<file path="src/rtl/jt6295_cmd_ctrl_if.sv">
// ROM-table and channel-serializer bus of the MSM6295 command decoder.
// The master side is the decoder; the slave side is the ROM arbiter plus serializer.
interface jt6295_cmd_ctrl_if;
    logic [17:0] start_addr;
    logic [17:0] stop_addr;
    logic [3:0]  att;
    logic [9:0]  rom_addr;
    logic [7:0]  rom_data;
    logic        rom_ok;
    logic        rom_cs;
    logic [3:0]  start;
    logic [3:0]  stop;
    logic [3:0]  busy;
    logic [3:0]  ack;
    logic        zero;

    modport master (
        output start_addr, stop_addr, att, rom_addr, rom_cs, start, stop,
        input  rom_data, rom_ok, busy, ack, zero
    );

    modport slave (
        input  start_addr, stop_addr, att, rom_addr, rom_cs, start, stop,
        output rom_data, rom_ok, busy, ack, zero
    );
endinterface

</file>
<file path="src/rtl/jt6295_cmd_ctrl.sv">
// MSM6295 CPU command decoder: phrase/stop parsing, phrase-table fetch and channel start.
// Optional macro JT6295_PHRASE_CHECK_EN suppresses phrase 0 and inverted address ranges.
module jt6295_cmd_ctrl (
    input  logic       clk,
    input  logic       rst,
    input  logic       cen1,
    input  logic       cen4,
    input  logic       wrn,
    input  logic [7:0] din,
    jt6295_cmd_ctrl_if.master bus
);

    typedef enum logic [1:0] {IDLE, WAIT_CH, FETCH, ISSUE} state_t;

    state_t      state;
    state_t      state_next;
    logic        wrn_prev;
    logic [6:0]  phrase;
    logic [3:0]  mask;
    logic [3:0]  att_r;
    logic [2:0]  idx;
    logic        fetch_wait;
    logic        issued;
    logic [3:0]  start_r;
    logic [3:0]  stop_r;
    logic [17:0] start_addr_r;
    logic [17:0] stop_addr_r;

    logic        wr;
    logic        stop_wr;
    logic        capture;
    logic        launch;
    logic [3:0]  launch_mask;
    logic [3:0]  start_next;
    logic [3:0]  stop_next;

    // The channel-select byte is never a stop command, whatever its top bit.
    assign wr       = wrn_prev & ~wrn;
    assign stop_wr  = wr & ~din[7] & (state != WAIT_CH);
    assign capture  = (state == FETCH) & ~fetch_wait & bus.rom_ok;
    assign launch   = (state == ISSUE) & ~issued & cen4 & bus.zero;

`ifdef JT6295_PHRASE_CHECK_EN
    assign launch_mask = ((phrase == 7'd0) || (stop_addr_r < start_addr_r)) ?
                         4'h0 : (mask & ~bus.busy);
`else
    assign launch_mask = mask & ~bus.busy;
`endif

    assign start_next = launch ? launch_mask : (start_r & ~bus.ack);
    assign stop_next  = (cen1 ? (stop_r & bus.busy) : stop_r) | (stop_wr ? din[6:3] : 4'h0);

    always_ff @(posedge clk) begin
        if (rst) state <= IDLE;
        else     state <= state_next;
    end

    always_comb begin
        state_next = state;
        case (state)
            IDLE:    if (wr && din[7]) state_next = WAIT_CH;
            WAIT_CH: if (wr) state_next = FETCH;
            FETCH:   if (capture && idx == 3'd5) state_next = ISSUE;
            ISSUE:   if ((launch || issued) && start_next == 4'h0) state_next = IDLE;
            default: state_next = IDLE;
        endcase
    end

    always_comb begin
        bus.rom_cs   = (state == FETCH);
        bus.rom_addr = {phrase, idx};
    end

    assign bus.start      = start_r;
    assign bus.stop       = stop_r;
    assign bus.att        = att_r;
    assign bus.start_addr = start_addr_r;
    assign bus.stop_addr  = stop_addr_r;

    // Each table byte gets one settle cycle after its address before rom_ok is trusted.
    always_ff @(posedge clk) begin
        if (rst) begin
            wrn_prev     <= 1'b1;
            phrase       <= 7'd0;
            mask         <= 4'h0;
            att_r        <= 4'h0;
            idx          <= 3'd0;
            fetch_wait   <= 1'b0;
            issued       <= 1'b0;
            start_r      <= 4'h0;
            stop_r       <= 4'h0;
            start_addr_r <= 18'd0;
            stop_addr_r  <= 18'd0;
        end else begin
            wrn_prev <= wrn;
            start_r  <= start_next;
            stop_r   <= stop_next;
            if (state == IDLE && wr && din[7]) begin
                phrase <= din[6:0];
            end
            if (state == WAIT_CH && wr) begin
                mask       <= din[7:4];
                att_r      <= din[3:0];
                idx        <= 3'd0;
                fetch_wait <= 1'b1;
                issued     <= 1'b0;
            end
            if (state == FETCH) begin
                if (fetch_wait) begin
                    fetch_wait <= 1'b0;
                end else if (bus.rom_ok) begin
                    case (idx)
                        3'd0:    start_addr_r[17:16] <= bus.rom_data[1:0];
                        3'd1:    start_addr_r[15:8]  <= bus.rom_data;
                        3'd2:    start_addr_r[7:0]   <= bus.rom_data;
                        3'd3:    stop_addr_r[17:16]  <= bus.rom_data[1:0];
                        3'd4:    stop_addr_r[15:8]   <= bus.rom_data;
                        3'd5:    stop_addr_r[7:0]    <= bus.rom_data;
                        default: ;
                    endcase
                    if (idx != 3'd5) idx <= idx + 3'd1;
                    fetch_wait <= 1'b1;
                end
            end
            if (launch) issued <= 1'b1;
        end
    end

endmodule

</file>
<file path="src/flat_wrapper.sv">
// flat-port wrapper written by rule: the top's interface ports become plain ports
module jt6295_cmd_ctrl_flat 
  (clk, rst, cen1, cen4, wrn, din, bus_start_addr, bus_stop_addr, bus_att, bus_rom_addr, bus_rom_cs, bus_start, bus_stop, bus_rom_data, bus_rom_ok, bus_busy, bus_ack, bus_zero);
  jt6295_cmd_ctrl_if bus_i ();
  input  logic clk;
  input  logic rst;
  input  logic cen1;
  input  logic cen4;
  input  logic wrn;
  input  logic [7:0] din;
  output wire logic [$bits(bus_i.start_addr)-1:0] bus_start_addr;
  output wire logic [$bits(bus_i.stop_addr)-1:0] bus_stop_addr;
  output wire logic [$bits(bus_i.att)-1:0] bus_att;
  output wire logic [$bits(bus_i.rom_addr)-1:0] bus_rom_addr;
  output wire logic [$bits(bus_i.rom_cs)-1:0] bus_rom_cs;
  output wire logic [$bits(bus_i.start)-1:0] bus_start;
  output wire logic [$bits(bus_i.stop)-1:0] bus_stop;
  input wire logic [$bits(bus_i.rom_data)-1:0] bus_rom_data;
  input wire logic [$bits(bus_i.rom_ok)-1:0] bus_rom_ok;
  input wire logic [$bits(bus_i.busy)-1:0] bus_busy;
  input wire logic [$bits(bus_i.ack)-1:0] bus_ack;
  input wire logic [$bits(bus_i.zero)-1:0] bus_zero;
  assign bus_start_addr = bus_i.start_addr;
  assign bus_stop_addr = bus_i.stop_addr;
  assign bus_att = bus_i.att;
  assign bus_rom_addr = bus_i.rom_addr;
  assign bus_rom_cs = bus_i.rom_cs;
  assign bus_start = bus_i.start;
  assign bus_stop = bus_i.stop;
  assign bus_i.rom_data = bus_rom_data;
  assign bus_i.rom_ok = bus_rom_ok;
  assign bus_i.busy = bus_busy;
  assign bus_i.ack = bus_ack;
  assign bus_i.zero = bus_zero;
  jt6295_cmd_ctrl u_core (.clk(clk), .rst(rst), .cen1(cen1), .cen4(cen4), .wrn(wrn), .din(din), .bus(bus_i));
endmodule
</file>
<file path="config.mk">
export PLATFORM = sky130hd
export DESIGN_NAME = jt6295_cmd_ctrl_flat
export DESIGN_NICKNAME = d
export VERILOG_FILES = /design/src/rtl/jt6295_cmd_ctrl_if.sv /design/src/rtl/jt6295_cmd_ctrl.sv /design/src/flat_wrapper.sv
export SDC_FILE = /design/constraint.sdc
export NUM_CORES = 1
export LEC_CHECK = 0
export ABC_AREA = 1
export CORE_AREA = 5 5 84 86
export DETAILED_ROUTE_END_ITERATION = 10
export DIE_AREA = 0 0 89 91
export HOLD_SLACK_MARGIN = 0.15
export PLACE_DENSITY = 0.86
export SYNTH_ARGS = -nofsm -noshare
export SYNTH_HDL_FRONTEND = slang
export SYNTH_SLANG_ARGS = --single-unit
</file>
<file path="constraint.sdc">
create_clock -name clk -period 2 [get_ports clk]
set_clock_uncertainty 0.05 [all_clocks]
set_input_delay 0.4 -clock clk [delete_from_list [all_inputs] [get_ports clk]]
set_output_delay 0.4 -clock clk [all_outputs]
set_load 0.01 [all_outputs]
</file>
## Word level (Yosys, flattened, before mapping)

Cells that the tools add are included.

- Add/subtract/negate cells: 1
- Multipliers: 0
- Divide/modulo/power cells: 0
- $lt $le $gt $ge: 0
- Equality and inequality tests: 14
- Shift operators: 0
- Mux-type cells: 19
- Bitwise operators: 18
- Reductions and logical operators: 18

Operator list:

| operator | number |
|---|---|
| 4-bit AND reduction | 7 |
| 3-bit 2-to-1 mux | 5 |
| 4-bit AND | 3 |
| 4-bit 2-to-1 mux | 3 |
| 1-bit AND | 8 |
| 2-bit 2-to-1 mux | 4 |
| 2-bit by 1-bit inequality test with 1-bit output (second input constant) | 4 |
| 4-bit NOT | 2 |
| 2-bit case mux with 4 select lines | 1 |
| 3-bit by 2-bit == test with 1-bit output (second input constant) | 2 |
| 3-bit == test (second input constant) | 2 |
| 1-bit logical AND | 6 |
| 1-bit 2-to-1 mux | 6 |
| 2-bit == test (second input constant) | 2 |
| 4-bit zero test | 1 |
| 1-bit NOT | 4 |
| 4-bit bitwise OR | 1 |
| 3-bit by 1-bit adder with 3-bit output (second input constant) | 1 |
| 3-bit by 1-bit == test with 1-bit output (second input constant) | 1 |
| 3-bit zero test | 1 |
| 3-bit inequality test (second input constant) | 1 |
| 2-bit by 1-bit == test with 1-bit output (second input constant) | 1 |
| 2-bit zero test | 1 |
| 2-bit inequality test (second input constant) | 1 |
| 2 further kinds | 2 |

- Register bits: 67
- Bits in latches: 0
- Memory bits (writable): 0
- Memory bits (read-only): 0
- Input port bits: 31
- Memories kept: 0

## Longest topological paths before layout

- Depth in word-level cells: 9
- Depth in mapped cells: 12
- Depth with buffers taken out: 12

## Worst setup path before layout

OpenSTA, ideal clock, no wires.

- Path type: flip-flop to flip-flop
- Start: reg u_core.state[0]
- End: reg u_core.state[0]
- Setup time: 115 ps
- Arrival: 1455 ps
- Setup slack: 380 ps
- Cell stages (with the launch flop): 11
- Clock period less this slack: 1620 ps
- Cell sequence: dfxtp_1 -> inv_1 -> ha_1 -> nand3_4 -> nor2_8 -> inv_2 -> nand2_1 -> nand2_1 -> clkinv_1 -> a21oi_1 -> nor2_1

RTL lines:

| element | RTL line | source |
|---|---|---|
| start, declared | jt6295_cmd_ctrl.sv:15 | `state_t state;` |
| start signal, assigned | jt6295_cmd_ctrl.sv:55 | `else state <= state_next;` |
| 2-bit == test * | - |  |
| named net bus_rom_cs | flat_wrapper.sv:15 | `output wire logic [$bits(bus_i.rom_cs)-1:0] bus_rom_cs;` |
| 1-bit AND (2 in series) | jt6295_cmd_ctrl.sv:40 | `assign capture = (state == FETCH) & ~fetch_wait & bus.rom_ok;` |
| 1-bit logical AND | jt6295_cmd_ctrl.sv:63 | `FETCH: if (capture && idx == 3'd5) state_next = ISSUE;` |
| 2-bit by 1-bit inequality test with 1-bit output (no source line) | - |  |
| 4-bit AND reduction (no source line) | - |  |

Mark *: on every way through the listed nets, which the timed path passes. The rest lies on a longest branch.
A chain may end at the register's enable or synchronous reset.

## Worst setup path after layout

- Start: reg u_core.state[1]
- End: reg u_core.state[1]

- Word-level cells in the longest chain between the ends: 9

Ends and longest elaborated chain:

| element | RTL line | source |
|---|---|---|
| 2-bit == test | jt6295_cmd_ctrl.sv:41, jt6295_cmd_ctrl.sv:60 |  |
| 1-bit AND (3 in series) | jt6295_cmd_ctrl.sv:41 | `assign launch = (state == ISSUE) & ~issued & cen4 & bus.zero;` |
| 4-bit 2-to-1 mux | jt6295_cmd_ctrl.sv:50 | `assign start_next = launch ? launch_mask : (start_r & ~bus.ack);` |
| 4-bit zero test | jt6295_cmd_ctrl.sv:64 | `ISSUE: if ((launch \|\| issued) && start_next == 4'h0) state_next = IDLE;` |
| 1-bit logical AND | jt6295_cmd_ctrl.sv:64 |  |
| 2-bit inequality test (no source line) | - |  |
| 4-bit AND reduction (no source line) | - |  |

Parallel ways exist; a longest one is shown, timed or not.

==> metrics.md <==
| Metric | Value |
|---|---|
| Status | complete, no violations |
| Main flop type after synthesis | dfxtp_1 |
| Grt ovf | 0 |
| Commonest cells in the netlist | nor2_1 (87), dfxtp_1 (67), o21ai_0 (51) |
| Largest family of logic cells by synthesized area | simple AND/OR/NAND/NOR gates |
| Power per cell area | 891 nW/um^2 |
| Setup TNS Final | 0 ns |
| Site Rows | 29 |
| Reg clk slew, reported paths | roughly 0.070 ns |
| Initial DRC count | 89 |
| Fraction of layout cells with a size suffix above 1 | 0.0905 |
| Seq/Total Area, Yosys | 0.494 |
| Clock root buffer | clkbuf_8 |
| EDFF count, synth | 0 |
| Syn avg cell area | just under 8 sq um |
| Pleak | 1.62 nW |
| Total GRT Usage | 0.184 |
| Largest net degree at the start of global routing | 38 |
| Placed cells | 515 |
| Multiplexer area fraction after synthesis | 0 |
| Worst-Margin Slew | 0.359 ns |
| Most used cell, CP | nand2_1 |
| Max cap viols | 0 |
| Yosys top cell area share | 0.494 |
| Setup Crit Path Kind | reg2reg |
| Synth Area in XOR/XNOR | 0 |
| Worst-path cell chain | ha_1 -> inv_1 -> nor2_4 -> nand2_4 -> nand2_1 -> nand2_1 -> nor2_1 -> nand3_1 -> nand2_1 -> nand3_1 -> nand2_1 -> nor2_1 |
| Worst Hold Class | reg2reg |
| Worst Setup End Kind | flop |
| Num ports | 90 |
| CP peak stage delay | 0.44 ns |
| Layout Nets | 490 |
| Top cells by area, synth | dfxtp_1 (49%), nor2_1 (12%), o21ai_0 (9.4%), a21oi_1 (5.3%), ha_1 (4.6%) |
| Vias/cell | roughly 5.0 |
| Critical path launch point type | flop |
| N_diodes | 0 |
| Core area | 6200 sq um |
| Buffers on Ports | 89 |
| Layout area overhead | 46.8% |
| Ys Warns | 0 |
| Max-slew headroom | 0.760 |
| Worst R2R Path Depth | 12 |
| Die Area | 8100 sq um |
| Synth Instances | 350 |
| Via count | 2,634 |
| CTS sink cnt | 67 |
| Slowest CP cell | dfxtp_1 |
| FMAX | 0.556 GHz |
| Synth Area in Compound Gates | 0.162 |
| DIE WIDTH | 89 um |
| Post-CTS Setup Inserts | 0 |
| Worst path required time | 2.18 ns |
| Most common cell in the netlist | nor2_1 |
| Total wire length | 7.28 mm |
| Slew Limit Fails | 0 |
| Pre-Repair DR Iteration Count | 4 |
| CTS tree | done |
| Clk Latency, worst-skew pair | 0.34 ns |
| Final HPWL DP | 5.30 mm |
| Yosys reg bits | 67 |
| Area leader, netlist | dfxtp_1 |
| Post-synthesis cell area | 2710 sq um |
| Crit-path max FO | 6 |
| Count of final hold-check violations | 0 |
| Wire length per cell | 13.7 um |
| CTS Buf Count | 9 |
| VDD IR-drop max | 0.525 mV |
| Post-synthesis adder-cell area fraction | 0.0461 |
| CTS Buffer Depth | 2 |
| WP depth | 12 |
| Syn nets | around 390 |
| RSZ-0062 raised after global routing | no |
| # setup viols final | 0 |
| Simple-gate share of the synthesized area | 0.230 |
| Post-layout min period | 1.80 ns |
| FFs w/ async S/R, synth | 0 |
| Hold depth | 2 |
| Vias in the first global route | 2,651 |
| Global-route wire length before repair | 11.9 mm |
| Fin crit share | 0.900 |
| Die H | 91 um |
| Final GP Congestion | 0.783 |
| Post-route insts no fill | 530 |
| ANT nets after route | 0 |
| Initial antenna violation count | 0 |
| Drt drc | 0 |
| Yosys cell types | 26 |
| Delay-heaviest family, CP | simple AND/OR/NAND/NOR gates |
| Critical Path AT | 1.98 ns |
| Worst path bufs/invs | 1 |
| Initial core utilization | 0.437 |
| H-tree depth reported by CTS | 3 |
[worst register-to-register path: stages, from the launching register on]
cell	delay, ns
dfxtp_1	0.44
ha_1	0.24
inv_1	0.08
nor2_4	0.14
nand2_4	0.09
nand2_1	0.09
nand2_1	0.06
nor2_1	0.10
nand3_1	0.08
nand2_1	0.12
nand3_1	0.09
nand2_1	0.07
nor2_1	0.04
[state kept, by name, indices dropped and copies added (netlist names)]
signal	cells
u_core.bus.start_addr	18
u_core.fetch_wait	1
u_core.wrn_prev	1
u_core.bus.stop	4
u_core.idx	3
u_core.bus.stop_addr	18
u_core.state	2
u_core.phrase	7
u_core.issued	1
u_core.mask	4
u_core.bus.start	4
u_core.bus.att	4
[placed cells by master (no fill, tap or decap), drive strengths merged]
master and count:
clkbuf 11, nor3 1, nor2 90, o21ai 54
bufinv 3, a221oi 1, nor4 1, a311oi 1
ha 10, clkdlybuf4s50 88, nand2 31, a211oi 1
or2 1, clkinv 2, nand3 15, dlymetal6s2s 1
inv 37, buf 9, a21oi 29, dfxtp 67
[worst paths after layout]
path,from,to,slack (ns)
min,u_core.phrase[3]$_SDFFE_PP0P_,u_core.phrase[3]$_SDFFE_PP0P_,0.40
max reg2reg,u_core.state[1]$_SDFFE_PP0P_,u_core.state[1]$_SDFFE_PP0P_,0.20
min reg2reg,u_core.phrase[3]$_SDFFE_PP0P_,u_core.phrase[3]$_SDFFE_PP0P_,0.40
max,u_core.state[1]$_SDFFE_PP0P_,u_core.state[1]$_SDFFE_PP0P_,0.20
[report_power, final]
part | internal (mW) | switching [mW]
clock | 0.858 | 0.495
combinational | 0.319 | 0.380
sequential | 1.43 | 0.0673
total | 2.61 | 0.943
[kinds of logic (layout without fill, tap and decap cells)]
group | Yosys count | after routing
compound gates | 86 | 86
fa+ha+maj | 10 | 10
buf+inv | 48 | 151
flops | 67 | 67
simple gates | 139 | 139
[metrics by stage]
step	total power, mW	hold slack (ns)	setup slack, ns	instance area, sq um	utilization
floorplan	1.89	0.380	0.380	2710	-
global placement	2.17	0.384	0.126	3730	0.601
detailed placement	2.19	0.394	0.0314	3730	0.601
CTS	3.57	0.406	0.00796	3980	0.642
global route	3.72	0.425	0.0663	3980	0.642
finish	3.55	0.403	0.200	3980	0.642
[final cells by class]
class | count | area, sq um
fill | 519 | 2220
sequential | 67 | 1340
multi-input combinational | 235 | 1200
timing repair buffer | 98 | 961
inverter | 38 | 143
clock buffer | 11 | 141
clock inverter | 4 | 98.8
tap | 77 | 96.3
[layer usage]
layer | part of all wire | wire length [um] | GRT usage
met3 | 0.098 | 710 | 0.0733
met4 | 0.013 | 93 | 0.0620
met5 | 0 | 0 | 0
met1 | 0.40 | 2890 | 0.214
met2 | 0.49 | 3590 | 0.305
[timing repair]
action                     CTS  global route
gates cloned                 0             0
setup endpoints to repair    1             1
hold buffers                 0             0
resized for setup            3             1
No activity file was read; power rests on OpenSTA's default activity.
